===== config.mk =====
export PLATFORM = sky130hd
export DESIGN_NAME = sine_wave
export DESIGN_NICKNAME = d
export VERILOG_FILES = /design/src/rtl/sine_wave_pkg.sv /design/src/rtl/sine_wave_cordic_stage.sv /design/src/rtl/sine_wave.sv
export SDC_FILE = /design/constraint.sdc
export NUM_CORES = 2
export LEC_CHECK = 0
export ABC_AREA = 1
export CAP_MARGIN = 20
export CORE_UTILIZATION = 45
export CTS_CLUSTER_DIAMETER = 40
export DETAILED_ROUTE_END_ITERATION = 8
export PLACE_DENSITY_LB_ADDON = 0.08
export SLEW_MARGIN = 5
export SYNTH_ARGS = -nofsm -noshare
export SYNTH_HDL_FRONTEND = slang
export SYNTH_SLANG_ARGS = --single-unit

===== constraint.sdc =====
create_clock -name clk -period 5.1 [get_ports clk]
set_input_delay 0.51 -clock clk [delete_from_list [all_inputs] [get_ports clk]]
set_output_delay 0.51 -clock clk [all_outputs]
set_load 0.05 [all_outputs]

===== src/rtl/sine_wave_pkg.sv =====
// Shared constants for the CORDIC sine/cosine generator.
//   - CORDIC_GAIN    : 0.607253 * 2^16, pre-scales the start vector so the
//                      rotation gain cancels and the result peaks at ampl
//   - XY_FRAC_BITS   : fractional bits carried in the x/y datapath
//   - quadrant_t     : quarter-turn selected by the top two phase bits
//   - atan_turn()    : atan(2^-i) for i = 0..23 as a 32-bit fraction of a turn
package sine_wave_pkg;

   localparam int unsigned CORDIC_GAIN      = 39797;
   localparam int          CORDIC_GAIN_BITS = 16;

   // One fractional bit halves the truncation error of the shift terms and
   // still leaves headroom: |x|,|y| never exceed 2*ampl < 2^(DATA_WIDTH+1).
   localparam int          XY_FRAC_BITS     = 1;

   typedef enum logic [1:0] {
      QUAD_0   = 2'd0,
      QUAD_90  = 2'd1,
      QUAD_180 = 2'd2,
      QUAD_270 = 2'd3
   } quadrant_t;

   function automatic logic [31:0] atan_turn(input int iter);
      case (iter)
         0:       return 32'h2000_0000;
         1:       return 32'h12E4_051D;
         2:       return 32'h09FB_385B;
         3:       return 32'h0511_11D4;
         4:       return 32'h028B_0D43;
         5:       return 32'h0145_D7E1;
         6:       return 32'h00A2_F61E;
         7:       return 32'h0051_7C55;
         8:       return 32'h0028_BE53;
         9:       return 32'h0014_5F2E;
         10:      return 32'h000A_2F98;
         11:      return 32'h0005_17CC;
         12:      return 32'h0002_8BE6;
         13:      return 32'h0001_45F3;
         14:      return 32'h0000_A2F9;
         15:      return 32'h0000_517C;
         16:      return 32'h0000_28BE;
         17:      return 32'h0000_145F;
         18:      return 32'h0000_0A2F;
         19:      return 32'h0000_0517;
         20:      return 32'h0000_028B;
         21:      return 32'h0000_0145;
         22:      return 32'h0000_00A2;
         23:      return 32'h0000_0051;
         default: return 32'h0000_0000;
      endcase
   endfunction

endpackage


===== src/rtl/sine_wave_cordic_stage.sv =====
// One registered CORDIC rotation-mode iteration.
//   clk, reset (async, active low), ce (hold when low)
//   x_in/y_in/z_in   : vector and residual angle from the previous stage
//   x_out/y_out/z_out: vector rotated by -/+atan(2^-ITER), angle updated
module cordic_stage
   import sine_wave_pkg::*;
#(
   parameter int ITER        = 0,
   parameter int DATA_WIDTH  = 12,
   parameter int ANGLE_WIDTH = 16
) (
   input  logic                        clk,
   input  logic                        reset,
   input  logic                        ce,
   input  logic signed [DATA_WIDTH+1:0] x_in,
   input  logic signed [DATA_WIDTH+1:0] y_in,
   input  logic signed [ANGLE_WIDTH:0]  z_in,
   output logic signed [DATA_WIDTH+1:0] x_out,
   output logic signed [DATA_WIDTH+1:0] y_out,
   output logic signed [ANGLE_WIDTH:0]  z_out
);

   localparam int XW = DATA_WIDTH + 2;
   localparam int ZW = ANGLE_WIDTH + 1;
   localparam logic signed [ZW-1:0] ATAN_STEP = ZW'(atan_turn(ITER) >> (32 - ANGLE_WIDTH));

   logic signed [XW-1:0] x_shift;
   logic signed [XW-1:0] y_shift;

   assign x_shift = x_in >>> ITER;
   assign y_shift = y_in >>> ITER;

   always_ff @(posedge clk or negedge reset) begin
      if (!reset) begin
         x_out <= '0;
         y_out <= '0;
         z_out <= '0;
      end else if (ce) begin
         // z negative: rotate clockwise, otherwise counter-clockwise
         if (z_in[ZW-1]) begin
            x_out <= x_in + y_shift;
            y_out <= y_in - x_shift;
            z_out <= z_in + ATAN_STEP;
         end else begin
            x_out <= x_in - y_shift;
            y_out <= y_in + x_shift;
            z_out <= z_in - ATAN_STEP;
         end
      end
   end

endmodule


===== src/rtl/sine_wave.sv =====
// Pipelined CORDIC sine/cosine generator driven by a phase accumulator.
//   clk      : single clock, rising edge
//   reset    : asynchronous, active low; clears phase, pipeline and outputs
//   ce       : clock enable; every register holds while low
//   ampl     : unsigned peak amplitude (0 .. 2^(DATA_WIDTH-1)-1)
//   step     : phase increment per enabled cycle (full turn = 2^ANGLE_WIDTH)
//   sin_wave : registered two's-complement ampl*sin(phase)
//   cos_wave : registered two's-complement ampl*cos(phase)
// Latency: DATA_WIDTH+2 enabled cycles (fold stage, DATA_WIDTH iterations,
// round/saturate output register).
module sine_wave
   import sine_wave_pkg::*;
#(
   parameter int DATA_WIDTH  = 12,
   parameter int ANGLE_WIDTH = 16
) (
   input  logic                   clk,
   input  logic                   reset,
   input  logic                   ce,
   input  logic [DATA_WIDTH-1:0]  ampl,
   input  logic [ANGLE_WIDTH-1:0] step,
   output logic [DATA_WIDTH-1:0]  sin_wave,
   output logic [DATA_WIDTH-1:0]  cos_wave
);

   localparam int XW       = DATA_WIDTH + 2;
   localparam int ZW       = ANGLE_WIDTH + 1;
   localparam int PW       = XW + CORDIC_GAIN_BITS;
   localparam int X0_SHIFT = CORDIC_GAIN_BITS - XY_FRAC_BITS;

   localparam logic [PW-1:0]        GAIN_EXT   = PW'(CORDIC_GAIN);
   localparam logic signed [XW-1:0] ROUND_HALF = XW'(1 << (XY_FRAC_BITS - 1));
   localparam logic signed [XW-1:0] SAT_POS    = XW'((1 << (DATA_WIDTH - 1)) - 1);
   localparam logic signed [XW-1:0] SAT_NEG    = -SAT_POS;

   logic [ANGLE_WIDTH-1:0] phase;
   quadrant_t              quad;
   logic signed [XW-1:0]   x0_mag;

   logic signed [XW-1:0]   s0_x;
   logic signed [XW-1:0]   s0_y;
   logic signed [ZW-1:0]   s0_z;

   logic signed [XW-1:0]   x_chain [0:DATA_WIDTH];
   logic signed [XW-1:0]   y_chain [0:DATA_WIDTH];
   logic signed [ZW-1:0]   z_chain [0:DATA_WIDTH];

   logic signed [XW-1:0]   x_rnd;
   logic signed [XW-1:0]   y_rnd;
   logic signed [XW-1:0]   x_sat;
   logic signed [XW-1:0]   y_sat;

   assign quad = quadrant_t'(phase[ANGLE_WIDTH-1 -: 2]);

   // ampl*K expressed with XY_FRAC_BITS fractional bits
   assign x0_mag = XW'(((PW'(ampl)) * GAIN_EXT) >> X0_SHIFT);

   // Phase accumulator and quadrant pre-rotation. The residual angle is the
   // phase within its quarter turn, so z starts in [0, pi/2).
   always_ff @(posedge clk or negedge reset) begin
      if (!reset) begin
         phase <= '0;
         s0_x  <= '0;
         s0_y  <= '0;
         s0_z  <= '0;
      end else if (ce) begin
         phase <= phase + step;
         s0_z  <= ZW'(phase[ANGLE_WIDTH-3:0]);
         case (quad)
            QUAD_0: begin
               s0_x <= x0_mag;
               s0_y <= '0;
            end
            QUAD_90: begin
               s0_x <= '0;
               s0_y <= x0_mag;
            end
            QUAD_180: begin
               s0_x <= -x0_mag;
               s0_y <= '0;
            end
            QUAD_270: begin
               s0_x <= '0;
               s0_y <= -x0_mag;
            end
         endcase
      end
   end

   assign x_chain[0] = s0_x;
   assign y_chain[0] = s0_y;
   assign z_chain[0] = s0_z;

   for (genvar g = 0; g < DATA_WIDTH; g++) begin : g_iter
      cordic_stage #(
         .ITER        (g),
         .DATA_WIDTH  (DATA_WIDTH),
         .ANGLE_WIDTH (ANGLE_WIDTH)
      ) u_stage (
         .clk   (clk),
         .reset (reset),
         .ce    (ce),
         .x_in  (x_chain[g]),
         .y_in  (y_chain[g]),
         .z_in  (z_chain[g]),
         .x_out (x_chain[g+1]),
         .y_out (y_chain[g+1]),
         .z_out (z_chain[g+1])
      );
   end

   // Drop the fractional bits with round-half-up, then clamp symmetrically.
   always_comb begin
      x_rnd = (x_chain[DATA_WIDTH] + ROUND_HALF) >>> XY_FRAC_BITS;
      y_rnd = (y_chain[DATA_WIDTH] + ROUND_HALF) >>> XY_FRAC_BITS;
      x_sat = x_rnd;
      y_sat = y_rnd;
      if (x_rnd > SAT_POS) begin
         x_sat = SAT_POS;
      end else if (x_rnd < SAT_NEG) begin
         x_sat = SAT_NEG;
      end
      if (y_rnd > SAT_POS) begin
         y_sat = SAT_POS;
      end else if (y_rnd < SAT_NEG) begin
         y_sat = SAT_NEG;
      end
   end

   always_ff @(posedge clk or negedge reset) begin
      if (!reset) begin
         cos_wave <= '0;
         sin_wave <= '0;
      end else if (ce) begin
         cos_wave <= DATA_WIDTH'(x_sat);
         sin_wave <= DATA_WIDTH'(y_sat);
      end
   end

endmodule


==> impl_metrics.ini <==
[synth]
syn_area_cell_um2 = 7.46
postSynthCellCount = 6663
postSynthRegisterBits = 582
synth_edf_count = 0
synth_area_um2 = 49700
synthesis.yosys.warnings = 0
synth.yosys.seq_area_share_pct = 29.3
synthFlopType = sky130_fd_sc_hd__dfrtp_1
synth-async-reset-ratio_pct = 100
synthDistinctLibCells = 60
synth_nets = 7380

[sta]
setup_viol_count_final = 0
period_minus_slack_ps = 4820
tns_ps = 0
worst_clock_skew_ps = 29.4
max_clock_freq_mhz = 208
final.setup.worst_slack_ps = 284
worst_slew_pin_slew_ps = 999
min_period_over_period_pct = 94.4
report.final.slew_viol_count = 0
worst_slew_margin_rel_pct = 33.1
final_hold_vios = 0

[setup_path]
worst-r2r-cell-count = 16
setup.worst_path.end_class = flip-flop
crit_path_max_incr_delay_ps = 530
worst_path_dominant_cell_family = adder cells
critical_path_peak_fanout = 4
critPathLaunchType = primary input
path_buf_inv = 8
worst_ep_arrival_time_ps = 5450
critical_path.most_common_cell = sky130_fd_sc_hd__fa_1
cpMaxStageDelayCell = sky130_fd_sc_hd__fa_1
path_depth = 27
critPathLaunch = ampl[8]
timing_worst_setup_path_type = in -> reg
regToRegStartpoint = g_iter[6].u_stage.z_out[16]
cp_data_required_time_ps = 5730

[route]
routed-via-count = 42860
detail_route.iter0.violations = 2271
first_pass_iters = 6
wire_per_inst_um = 15.5
met3_wirelength_from_detailed_routing_mm = 4.73
route.detailed.vias_per_inst = 5.10
drc = 0
routed_wl_mm = 130
drtAntennaViolNets = 0
top_signal_layer_used = met4
routed-wl-met2_mm = 58.5
drt_met1_wl_mm = 64.4

[finish]
seqCellArea_um2 = 14600
drive_above_1_share_pct = 8.34
final_cell_mix = 1686 x sky130_fd_sc_hd__nand2_1, 757 x sky130_fd_sc_hd__inv_1, 586 x sky130_fd_sc_hd__o21ai_0, 582 x sky130_fd_sc_hd__dfrtp_1, 576 x sky130_fd_sc_hd__ha_1
layout_commonest_cell = sky130_fd_sc_hd__nand2_1
fillerInstances = 10712
flow.area_growth_from_synthesis_pct = 15.1
antenna_cells_inserted = 0
design.final.nets = 7538
area_occupied_by_multi_input_gates_um2 = 31700

[floorplan]
std_cell_rows = 121
initial_utilization_pct = 45.5
die_width_um = 334
core_region_um2 = 109000
ios = 55
chip_height_um = 334
design.die.area_um2 = 112000

[clocking]
tritoncts_clock_tree = done
sinks_on_the_clock_net = 582
clock_network_latency_to_the_later_pin_of_the_worst_skew_pair_ps = 700
clk_transition_reported_paths_ps = 50
cts_buffer_depth = 3
cts_max_level = 3
clk_root_buffer_cell = sky130_fd_sc_hd__clkbuf_16
number_of_buffers_added_by_the_clock_tree_synthesis_step = 121

[worst_hold_path]
holdCritStartpoint = ce
min_delay_path_depth = 2
hold_class = in -> reg

[run]
max-cap-violations = 0

[place]
place.port_buffers = 54
globalplace.congestion = 0.881
placement.setup.worst_slack_ps = -795
dp_hpwl_mm = 101

[global_route]
grt_max_degree = 150
antenna_found_initial = 2
grtUsageTotal_pct = 23.7
grt_overflow_total = 0
vias_in_the_first_global_route = 42050
grt_pass1_wl_mm = 217

[status]
run_status = finished clean
==> what timing repair did <==
| action | 4_1_cts | 5_1_grt |
|---|---|---|
| cloned | 0 | 0 |
| pin swaps | 2 | 14 |
| buffers inserted | 0 | 1 |
| gates resized for setup | 3 | 32 |
| endpoints found under the hold margin | 43 | 0 |
| hold buffers | 1 | 0 |
| setup endpoints to repair | 5 | 24 |
==> kinds of logic after synthesis <==
family,count (synthesis),share of synthesized area [%]
buffers and inverters,941,7.19
AO/OA/AOI/OAI,1439,15.8
AND/OR/NAND/NOR,2649,22.4
adder cells (fa/ha/maj),686,18.8
flip-flops,582,29.3
XOR/XNOR,366,6.45
==> per-stage QoR <==
stage | util [%] | cells | hold slack [ps] | cell area, um2
finish | 52.4 | 8404 | 259 | 57200
global route | 52.4 | 8404 | 267 | 57200
CTS | 52.2 | 8403 | 242 | 57000
detailed placement | 48.2 | 8172 | 457 | 52700
global placement | 48.2 | 8172 | 455 | 52700
floorplan | - | 6663 | 214 | 49700
==> state kept, by name, indices dropped and copies added, names as in the netlist <==
name	flops
s0_y	14
phase	16
s0_x	14
cos_wave	12
g_iter.u_stage.y_out	168
g_iter.u_stage.z_out	165
g_iter.u_stage.x_out	167
sin_wave	12
s0_z	14
==> layer usage <==
layer,track usage (%),up-vias
met5,0,-
met4,5.77,0
met3,3.48,181
met2,38.4,549
met1,33.1,19696
li1,-,22434
==> synthesized netlist by cell type (8+ instances only) <==
| library cell | instances | area share [%] |
|---|---|---|
| sky130_fd_sc_hd__o21a_1 | 9 | 0.14 |
| sky130_fd_sc_hd__a21oi_1 | 521 | 5.2 |
| sky130_fd_sc_hd__fa_1 | 103 | 4.2 |
| sky130_fd_sc_hd__o22ai_1 | 20 | 0.25 |
| sky130_fd_sc_hd__buf_2 | 8 | 0.081 |
| sky130_fd_sc_hd__a31oi_1 | 73 | 0.92 |
| sky130_fd_sc_hd__o21ai_0 | 586 | 5.9 |
| sky130_fd_sc_hd__buf_1 | 11 | 0.083 |
| sky130_fd_sc_hd__nand3b_1 | 10 | 0.15 |
| sky130_fd_sc_hd__o31ai_1 | 28 | 0.42 |
| sky130_fd_sc_hd__o21bai_1 | 33 | 0.50 |
| sky130_fd_sc_hd__nor4_1 | 9 | 0.11 |
| sky130_fd_sc_hd__nor2_1 | 360 | 2.7 |
| sky130_fd_sc_hd__a21o_1 | 29 | 0.44 |
| sky130_fd_sc_hd__o21ai_1 | 49 | 0.49 |
| sky130_fd_sc_hd__clkbuf_1 | 139 | 1.1 |
| sky130_fd_sc_hd__inv_2 | 14 | 0.11 |
| sky130_fd_sc_hd__o211ai_1 | 18 | 0.27 |
| sky130_fd_sc_hd__nand4_1 | 45 | 0.57 |
| sky130_fd_sc_hd__dfrtp_1 | 582 | 29 |
| sky130_fd_sc_hd__nand3_2 | 8 | 0.16 |
| sky130_fd_sc_hd__nand2_2 | 23 | 0.29 |
| sky130_fd_sc_hd__nor3_1 | 58 | 0.58 |
| sky130_fd_sc_hd__xor2_1 | 270 | 4.8 |
| sky130_fd_sc_hd__nand2_1 | 1689 | 13 |
| sky130_fd_sc_hd__xnor2_1 | 96 | 1.7 |
| sky130_fd_sc_hd__ha_1 | 583 | 15 |
| sky130_fd_sc_hd__nand3_1 | 314 | 3.2 |
| sky130_fd_sc_hd__a211oi_1 | 10 | 0.15 |
| sky130_fd_sc_hd__a21boi_0 | 19 | 0.29 |
| sky130_fd_sc_hd__a22oi_1 | 9 | 0.14 |
| sky130_fd_sc_hd__nor2_2 | 12 | 0.15 |
| sky130_fd_sc_hd__or2_2 | 94 | 1.2 |
| sky130_fd_sc_hd__inv_1 | 761 | 5.7 |
==> worst paths after layout <==
path,end,slack (ps)
hold reg to reg,g_iter[0].u_stage.z_out[0],470
hold / removal,g_iter[4].u_stage.y_out[10],260
min in group asynchronous,g_iter[3].u_stage.y_out[1],320
setup reg to reg,g_iter[7].u_stage.x_out[12],1330
setup / recovery,s0_x[12],280
max in group asynchronous,s0_x[8],3550
==> cell type report <==
| class | count | area share [%] |
|---|---|---|
| tap | 1476 | 3.23 |
| inverter | 779 | 5.13 |
| timing repair buffer | 197 | 3.08 |
| clock buffer | 146 | 5.83 |
| sequential | 582 | 25.5 |
| clock inverter | 84 | 1.77 |
| multi-input combinational | 5140 | 55.5 |
Power is left out: the tool's default activity adds up to more than one toggle a clock period on the data nets, which glitch-free logic cannot reach.
